## config.mk

```make
export PLATFORM = sky130hd
export DESIGN_NAME = univ_shift_seq
export DESIGN_NICKNAME = d
export VERILOG_FILES = /design/src/rtl/univ_shift_seq_pkg.sv /design/src/rtl/univ_shift_seq_mirror_model.sv /design/src/rtl/univ_shift_seq.sv
export SDC_FILE = /design/constraint.sdc
export NUM_CORES = 1
export LEC_CHECK = 0
export BUFFER_PORTS_ARGS = -buffer_cell sky130_fd_sc_hd__buf_4
export CORE_MARGIN = 3
export CORE_UTILIZATION = 50
export CTS_BUF_LIST = sky130_fd_sc_hd__clkbuf_2 sky130_fd_sc_hd__clkbuf_4 sky130_fd_sc_hd__clkbuf_8
export CTS_CLUSTER_SIZE = 16
export DETAILED_ROUTE_END_ITERATION = 10
export GPL_ROUTABILITY_DRIVEN = 0
export PLACE_DENSITY = 0.83
export SKIP_LAST_GASP = 1
export SYNTH_ARGS = -nofsm -noshare
export SYNTH_HDL_FRONTEND = slang
export SYNTH_SLANG_ARGS = --single-unit
```

## constraint.sdc

```tcl
create_clock -name clk -period 1.45 [get_ports clk]
set_input_delay 0.0725 -clock clk [delete_from_list [all_inputs] [get_ports clk]]
set_output_delay 0.0725 -clock clk [all_outputs]
set_load 0.005 [all_outputs]
```

## src/rtl/univ_shift_seq_pkg.sv

```systemverilog
// Shared definitions for the universal shift register and its command sequencer.
package univ_shift_seq_pkg;

  // Register width; also the largest step count a single command may use.
  localparam int MAX_STEPS_DEF = 4;

  // Mode encoding, identical on the sequencer command bus and the downstream sel input.
  typedef enum logic [1:0] {
    OP_NOP  = 2'b00,
    OP_SHL  = 2'b01,
    OP_SHR  = 2'b10,
    OP_LOAD = 2'b11
  } op_e;

  // Sequencer control states.
  typedef enum logic [1:0] {
    ST_IDLE = 2'b00,
    ST_RUN  = 2'b01,
    ST_DONE = 2'b10
  } state_e;

endpackage

```

## src/rtl/univ_shift_seq_mirror_model.sv

```systemverilog
// Behavioural copy of the downstream universal shift register: it consumes the same
// sel/serial_in/inp the real register sees, so its contents predict the register output.
module univ_shift_seq_mirror_model
  import univ_shift_seq_pkg::*;
#(
  parameter int WIDTH = MAX_STEPS_DEF
) (
  input  logic             clk,
  input  logic             reset,
  input  logic [1:0]       sel,
  input  logic             serial_in,
  input  logic [WIDTH-1:0] inp,
  output logic [WIDTH-1:0] mirror
);

  logic [WIDTH-1:0] r_mirror;

  // Hold, shift left, shift right or load, exactly as the downstream register does.
  always_ff @(posedge clk) begin
    if (reset) begin
      r_mirror <= '0;
    end else begin
      case (op_e'(sel))
        OP_SHL:  r_mirror <= {r_mirror[WIDTH-2:0], serial_in};
        OP_SHR:  r_mirror <= {serial_in, r_mirror[WIDTH-1:1]};
        OP_LOAD: r_mirror <= inp;
        default: r_mirror <= r_mirror;
      endcase
    end
  end

  assign mirror = r_mirror;

endmodule

```

## src/rtl/univ_shift_seq.sv

```systemverilog
// Command sequencer for a universal shift register: accepts one command at a time,
// expands it into per-cycle sel/serial_in/inp steps, and tracks the register contents.
module univ_shift_seq
  import univ_shift_seq_pkg::*;
#(
  parameter int MAX_STEPS = MAX_STEPS_DEF
) (
  input  logic                 clk,
  input  logic                 reset,
  input  logic                 cmd_valid,
  output logic                 cmd_ready,
  input  logic [1:0]           cmd_op,
  input  logic [2:0]           cmd_count,
  input  logic [MAX_STEPS-1:0] cmd_data,
  output logic [1:0]           sel,
  output logic                 serial_in,
  output logic [MAX_STEPS-1:0] inp,
  output logic                 done,
  output logic [MAX_STEPS-1:0] mirror
);

  // Step index width; MAX_STEPS is expected to be a power of two so every index is valid.
  localparam int          STEP_W  = (MAX_STEPS > 1) ? $clog2(MAX_STEPS) : 1;
  // The count field is only 3 bits wide, so the clamp limit lives in that width.
  localparam logic [2:0]  MAX_CNT = 3'(MAX_STEPS);

  state_e               r_state;
  logic [1:0]           r_op;
  logic [MAX_STEPS-1:0] r_data;
  logic [STEP_W-1:0]    r_step;
  logic [STEP_W-1:0]    r_last;
  logic [1:0]           r_sel;
  logic                 r_serial;
  logic [MAX_STEPS-1:0] r_inp;
  logic                 r_done;
  logic                 r_ready;

  state_e               w_state_next;
  logic [1:0]           w_op_next;
  logic [MAX_STEPS-1:0] w_data_next;
  logic [STEP_W-1:0]    w_step_next;
  logic [STEP_W-1:0]    w_last_next;
  logic [1:0]           w_sel_next;
  logic                 w_serial_next;
  logic [MAX_STEPS-1:0] w_inp_next;
  logic                 w_done_next;
  logic                 w_ready_next;
  logic [STEP_W-1:0]    w_last_eff;
  logic [STEP_W-1:0]    w_step_inc;

  assign w_step_inc = r_step + STEP_W'(1);

  // Index of the final step for the offered command: single step for NOP/LOAD,
  // otherwise the count with 0 promoted to 1 and large counts clamped.
  always_comb begin
    w_last_eff = '0;
    if ((cmd_op == OP_SHL) || (cmd_op == OP_SHR)) begin
      if (cmd_count == 3'd0) begin
        w_last_eff = '0;
      end else if (cmd_count > MAX_CNT) begin
        w_last_eff = STEP_W'(MAX_STEPS - 1);
      end else begin
        w_last_eff = STEP_W'(cmd_count - 3'd1);
      end
    end
  end

  // Next-state logic and next values of every registered output.
  always_comb begin
    w_state_next  = r_state;
    w_op_next     = r_op;
    w_data_next   = r_data;
    w_step_next   = r_step;
    w_last_next   = r_last;
    w_sel_next    = OP_NOP;
    w_serial_next = 1'b0;
    w_inp_next    = '0;
    w_done_next   = 1'b0;
    case (r_state)
      ST_IDLE: begin
        if (cmd_valid && r_ready) begin
          w_state_next  = ST_RUN;
          w_op_next     = cmd_op;
          w_data_next   = cmd_data;
          w_step_next   = '0;
          w_last_next   = w_last_eff;
          w_sel_next    = cmd_op;
          w_serial_next = cmd_data[0];
          w_inp_next    = cmd_data;
        end
      end
      ST_RUN: begin
        if (r_step == r_last) begin
          w_state_next = ST_DONE;
          w_done_next  = 1'b1;
        end else begin
          w_step_next   = w_step_inc;
          w_sel_next    = r_op;
          w_serial_next = r_data[w_step_inc];
          w_inp_next    = r_data;
        end
      end
      ST_DONE: begin
        w_state_next = ST_IDLE;
      end
      default: begin
        w_state_next = ST_IDLE;
      end
    endcase
    w_ready_next = (w_state_next == ST_IDLE);
  end

  // State and output registers; reset abandons any command in flight.
  always_ff @(posedge clk) begin
    if (reset) begin
      r_state  <= ST_IDLE;
      r_op     <= OP_NOP;
      r_data   <= '0;
      r_step   <= '0;
      r_last   <= '0;
      r_sel    <= OP_NOP;
      r_serial <= 1'b0;
      r_inp    <= '0;
      r_done   <= 1'b0;
      r_ready  <= 1'b0;
    end else begin
      r_state  <= w_state_next;
      r_op     <= w_op_next;
      r_data   <= w_data_next;
      r_step   <= w_step_next;
      r_last   <= w_last_next;
      r_sel    <= w_sel_next;
      r_serial <= w_serial_next;
      r_inp    <= w_inp_next;
      r_done   <= w_done_next;
      r_ready  <= w_ready_next;
    end
  end

  assign cmd_ready = r_ready;
  assign sel       = r_sel;
  assign serial_in = r_serial;
  assign inp       = r_inp;
  assign done      = r_done;

  univ_shift_seq_mirror_model #(
    .WIDTH(MAX_STEPS)
  ) u_mirror (
    .clk      (clk),
    .reset    (reset),
    .sel      (r_sel),
    .serial_in(r_serial),
    .inp      (r_inp),
    .mirror   (mirror)
  );

endmodule

```

# Word-level counts from Yosys, hierarchy flattened
# Index checks and enable logic that the tools add are counted.
[word_totals]
in_bits = 12
ff_bits = 25
[op_classes]
n_bitwise = 1
mux = 22
addsub = 2
order_cmp = 2
n_reduce_logical = 10
eq_ne = 9
[ops]
columns = ["op", "count"]
rows = [
  ["two-way mux 2 bit", 9],
  ["case mux 2 bit (2 select lines)", 3],
  ["case mux 4 bit (3 select lines)", 1],
  ["two-way mux 4 bit", 2],
  ["case mux 4 bit (2 select lines)", 1],
  ["equality test 2 x 1 -> 1 bit (second input constant)", 3],
  ["equality test 2 bit (second input constant)", 3],
  ["logical NOT 2 bit", 2],
  ["two-way mux 1 bit", 4],
  ["!= test 2 bit (second input constant)", 2],
  ["> comparator 3 bit (second input constant)", 1],
  ["logical NOT 3 bit", 1],
  ["< comparator 2 x 3 -> 1 bit (second input constant)", 1],
  ["AND reduction 3 bit", 1],
  ["nonzero test 3 bit", 1],
  ["adder 2 x 1 -> 2 bit (second input constant)", 1],
  ["binary-select mux 1 bit (select 2 bit)", 1],
  ["equality test 2 bit", 1],
  ["case mux 1 bit (2 select lines)", 1],
  ["AND reduction 2 bit", 1],
  ["nonzero test 2 bit", 1],
  ["OR reduction 2 bit", 1],
  ["subtractor 2 x 1 -> 2 bit (second input constant)", 1],
  ["logical AND 1 bit", 1],
  ["2 further kinds", 2],
]

# Depth between registers and ports, before layout
[depth]
depth_word = 5
mapped_depth = 5

# Hierarchy
# Synthesis repeated with hierarchy kept, for this count alone.
[hier_totals]
cells_unflattened = 108
hier_area_um2 = 1081.0
[by_module_without_submodules]
columns = ["module", "seq_area_each_um2", "cells_each", "n_inst", "area_each_um2"]
rows = [
  ["univ_shift_seq", 420.4, 96, 1, 885.8],
  ["univ_shift_seq_mirror_model", 80.1, 12, 1, 195.2],
]

# Worst setup path after synthesis
# Ideal clock, no wire load.
[synth_timing]
path_type = "register to register"
from = "register r_step[0]"
to = "register r_step[0]"
required_ns = 1.329
setup_slack_ns = 0.190
arrival_ns = 1.139
synth_period_minus_slack_ns = 1.260
path_buffers = 0
stages_incl_launch_ff = 4
setup_ns = 0.121
path_cell_list = "dfxtp_1 > xor2_2 > o21ai_2 > mux2_4"
[synth_via]
elab_chain_cells = 3
word_cells_on_any_way = 6
classes_between = "add/sub: 1; eq/ne: 2; mux: 2; reduce/logical: 1"
[synth_lines]
columns = ["element", "line", "source"]
rows = [
  ["start: declaration", "univ_shift_seq.sv:30", "logic [STEP_W-1:0] r_step;"],
  ["start signal: assignment", "univ_shift_seq.sv:130", "r_step <= w_step_next;"],
  ["adder 2 x 1 -> 2 bit or equality test 2 bit (tied branches)", "univ_shift_seq.sv:51, univ_shift_seq.sv:93", ""],
  ["two-way mux 2 bit or != test 2 bit (tied branches)", "n/a", ""],
  ["case mux 2 bit (2 select lines) or AND reduction 3 bit (tied branches)", "n/a", ""],
]
# Several ways; a longest one is shown, not always the timed one. The select of a mux whose other input is x is not followed.
# A chain may end at the register's enable or synchronous reset.

# Final worst setup path
[layout_timing]
from = "register r_step[0]"
to = "register r_serial, in the netlist serial_in"
[layout_via]
elab_chain_cells = 5
word_cells_on_any_way = 6
classes_between = "add/sub: 1; eq/ne: 1; mux: 4"
[layout_lines]
columns = ["element", "line", "source"]
rows = [
  ["adder 2 x 1 -> 2 bit", "univ_shift_seq.sv:51", "assign w_step_inc = r_step + STEP_W'(1);"],
  ["binary-select mux 1 bit (select 2 bit)", "univ_shift_seq.sv:99", "w_serial_next = r_data[w_step_inc];"],
  ["two-way mux 1 bit (not written as such)", "univ_shift_seq.sv:99", ""],
  ["two-way mux 1 bit *", "univ_shift_seq.sv:93", "if (r_step == r_last) begin"],
  ["case mux 1 bit (2 select lines) *", "univ_shift_seq.sv:79", "case (r_state)"],
  ["end signal: assignment", "univ_shift_seq.sv:133", "r_serial <= w_serial_next;"],
  ["end: declaration", "univ_shift_seq.sv:33", "logic r_serial;"],
]
# Mark *: on every way between the ends. The rest lies on a longest branch, timed or not. The select of a mux whose other input is x is not followed.

==> run_results.csv <==
group,metric,value,unit
yosys,synth_adder_area_share,1.16,%
clock_network,cts_inserted_buffers,3,
yosys,synth_top_family_by_area,"simple AND/OR/NAND/NOR gates",
timing,setup-tns-final,0,ns
clock_network,tritoncts_clock_tree,"done",
worst_setup_path,cpMaxStageDelayCell,"sky130_fd_sc_hd__mux4_1",
worst_setup_path,largest_fanout_of_any_net_on_the_critical_path,6,
worst_setup_path,critical_path_arrival,1.59,ns
yosys,syn-mean-instance-area,10.0,sq um
routing,drt_iter0_markers,31,
worst_setup_path,critical_path.startpoint_type,"flop",
clock_network,post-cts-setup-buffer-count,0,
clock_network,clock_slew_at_reported_path_ffs,0.14,ns
routing,routed_via_density,5.51,
timing,min_period_over_period,94.9,%
timing,post-route-worst-setup-slack,0.0745,ns
yosys,synth_xor_area_share,3.82,%
power_and_ir_drop,total_power,0.00119,W
yosys,area_fraction_in_compound_gates_after_synthesis,13.4,%
routing,detailroute.via_count,887,
worst_setup_path,critical_path_buf_inv_count,0,
place,port_buffers,24,
clock_network,cts_repair_resize_count,0,
yosys,ys_types,32,
final_layout,final_cell_mix,"sky130_fd_sc_hd__buf_4, sky130_fd_sc_hd__dfxtp_1, sky130_fd_sc_hd__nand2_1, sky130_fd_sc_hd__a21oi_1, sky130_fd_sc_hd__o22ai_1",
routing,postRouteAntennaNets,0,
place,detailedPlace.worstSlack,0.100,ns
grt,grt.overflow.total,0,
grt,grt_pass1_vias,804,
final_layout,post_route_cells_drive_above_1_share,30.6,%
yosys,synth.mux.area_fraction,12.2,%
floorplanning,io_pins,25,
final_layout,flow.area_growth_from_synthesis,23.0,%
worst_setup_path,max_stage_delay,0.58,ns
grt,gr-usage-all-layers,17.8,%
run_status,run_status,"complete, no violations",
clock_network,clock_tree.buffer_depth,2,
clock_network,cts_root_buffer,"sky130_fd_sc_hd__clkbuf_4",
routing,detailedRoute.firstPassIterationCount,5,
yosys,ys_seq_area_share,46.3,%
run,drv_cap,0,
final_layout,insertedDiodeCount,0,
yosys,post_synth_arst_share,0,%
yosys,synth.cell_area,1080,sq um
yosys,yosys_warnings,0,
clock_network,worstSkewPairLatency,0.32,ns
final_layout,layout.cells.most_common,"sky130_fd_sc_hd__buf_4",
yosys,synth_top_flop_cell,"sky130_fd_sc_hd__dfxtp_1",
floorplanning,std_cell_rows,16,
power_and_ir_drop,cellLeakagePower,0.542,nW
timing,maxSlewViolCount,0,
timing,finalHoldViolations,0,
timing,finalSetupViolations,0,
floorplanning,die_y,52.5,microns
routing,totalWireLength,2240,microns
place,hpwlAfterDp,1680,microns
worst_setup_path,worst-endpoint-required,1.67,ns
timing,final.hold.worst_slack,0.00993,ns
clock_network,htree_levels,1,
worst_setup_path,timing.critical_path.max_delay_family,"multiplexers",
routing,routed_wire_length_per_instance,13.9,microns
clock_network,cts_sinks,25,
timing,max_slew_margin,75.9,%
hold_path,min-delay-path-class,"primary input to flop",
floorplanning,coreArea,2000,sq um
floorplanning,floorplan.die_area,2760,sq um
yosys,post_synth_inst_count,108,
grt,grt_antenna_before_repair,0,
worst_setup_path,end_kind,"flop",
timing,max_slew.worst_pin.slew,0.360,ns
timing,layout_min_cycle_time,1.38,ns
timing,max_clock_freq,0.727,GHz
worst_setup_path,setup.reg_to_reg.worst_slack,0.07,ns
yosys,number_of_flip_flops_and_latches_in_the_synthesized_netlist,25,
grt,grt_max_degree,19,
power_and_ir_drop,p_per_area,897,nW/um^2
worst_setup_path,critPathKind,"flop to flop",
yosys,synth_edf_count,0,
floorplanning,die_x,52.5,microns
yosys,synth.net_count,121,
power_and_ir_drop,max-vdd-ir-drop,0.634,mV
clock_network,post_cts_hold_buffer_count,0,
grt,global_route_wire_length_before_repair,3590,microns
timing,clock_skew,0.00944,ns
routing,remaining_drc_errors,0,
floorplanning,initial_core_utilization,54.0,%
final_layout,nNetsFinal,148,
yosys,simple_gate_area_share_of_the_yosys_netlist,19.8,%
worst_setup_path,worstPathCellList,"mux4_1 -> o211ai_1 -> a21oi_1",
timing,setup_repair_after_global_routing_missed_its_margin,"no",
## state kept, by name, indices dropped and copies added (netlist names)
signal and cells:
r_state 2, r_op 2, cmd_ready 1, r_data 4, inp 4, u_mirror.mirror 4
r_last 2, serial_in 1, r_step 2, sel 2, done 1
## cells by family (layout without fill, tap and decap cells)
| kind of cell | after synthesis | count (layout) |
|---|---|---|
| mux | 6 | 6 |
| fa+ha+maj | 1 | 1 |
| flops | 25 | 25 |
| simple gates | 41 | 41 |
| buf+inv | 9 | 35 |
| compound gates | 23 | 23 |
| xor+xnor | 3 | 3 |
## report_power, final
part / leakage (nW) / switching, W / internal, W
clock: 0.0139 / 0.000210 / 0.000105
combinational: 0.325 / 0.0000711 / 0.0000736
sequential: 0.203 / 0.0000213 / 0.000712
total: 0.542 / 0.000302 / 0.000891
## Yosys cell counts (2+ instances only)
cell type | number | share of area (%)
sky130_fd_sc_hd__dfxtp_1 | 25 | 46
sky130_fd_sc_hd__nand2_1 | 20 | 6.9
sky130_fd_sc_hd__a21oi_1 | 10 | 4.6
sky130_fd_sc_hd__o22ai_1 | 6 | 3.5
sky130_fd_sc_hd__and2_1 | 4 | 2.3
sky130_fd_sc_hd__clkbuf_1 | 4 | 1.4
sky130_fd_sc_hd__mux4_2 | 4 | 8.3
sky130_fd_sc_hd__nor2_1 | 4 | 1.4
sky130_fd_sc_hd__inv_1 | 3 | 1.0
sky130_fd_sc_hd__o211ai_1 | 3 | 2.1
sky130_fd_sc_hd__nor2b_1 | 2 | 1.2
sky130_fd_sc_hd__nor4b_1 | 2 | 1.6
sky130_fd_sc_hd__xor2_2 | 2 | 3.0
## layout make-up
type,count,area [sq um]
Multi-Input combinational cell,74,544
Clock buffer,3,22.5
Timing Repair Buffer,28,210
Sequential cell,25,500
Tap cell,27,33.8
Clock inverter,1,7.51
Inverter,3,11.3
Fill cell,154,672
## worst paths after layout
kind | cells past startpoint | end | startpoint
hold / removal | 3 | r_data[3]$_SDFFE_PP0P_ | cmd_data[3]
hold reg to reg | 2 | r_op[1]$_SDFFE_PP0P_ | r_op[1]$_SDFFE_PP0P_
setup / recovery | 3 | serial_in$_SDFF_PP0_ | r_step[0]$_SDFFE_PP0P_
setup reg to reg | 3 | serial_in$_SDFF_PP0_ | r_step[0]$_SDFFE_PP0P_
## routing by layer
metal	wire length, microns	up-vias	part of all wire [%]	track usage (%)
li1	-	437	-	-
met4	19	0	0.85	3.83
met1	965	420	43	22.7
met2	1130	26	51	29.3
met3	121	4	5.4	5.41
met5	0	-	0	0
## per-stage QoR
step	util (%)	area, sq um	instances
after floorplan	-	1080	108
after global placement	64.9	1300	157
after detailed placement	64.9	1300	157
after CTS	66.4	1330	161
after global routing	66.4	1330	161
final	66.4	1330	161
## worst min-delay path, delay by kind of cell
kind,cells,cell delay (ns)
buffers and inverters,1,0.11
AO/OA/AOI/OAI,1,0.06
AND/OR/NAND/NOR,1,0.07
No activity file was read; power rests on OpenSTA's default activity.
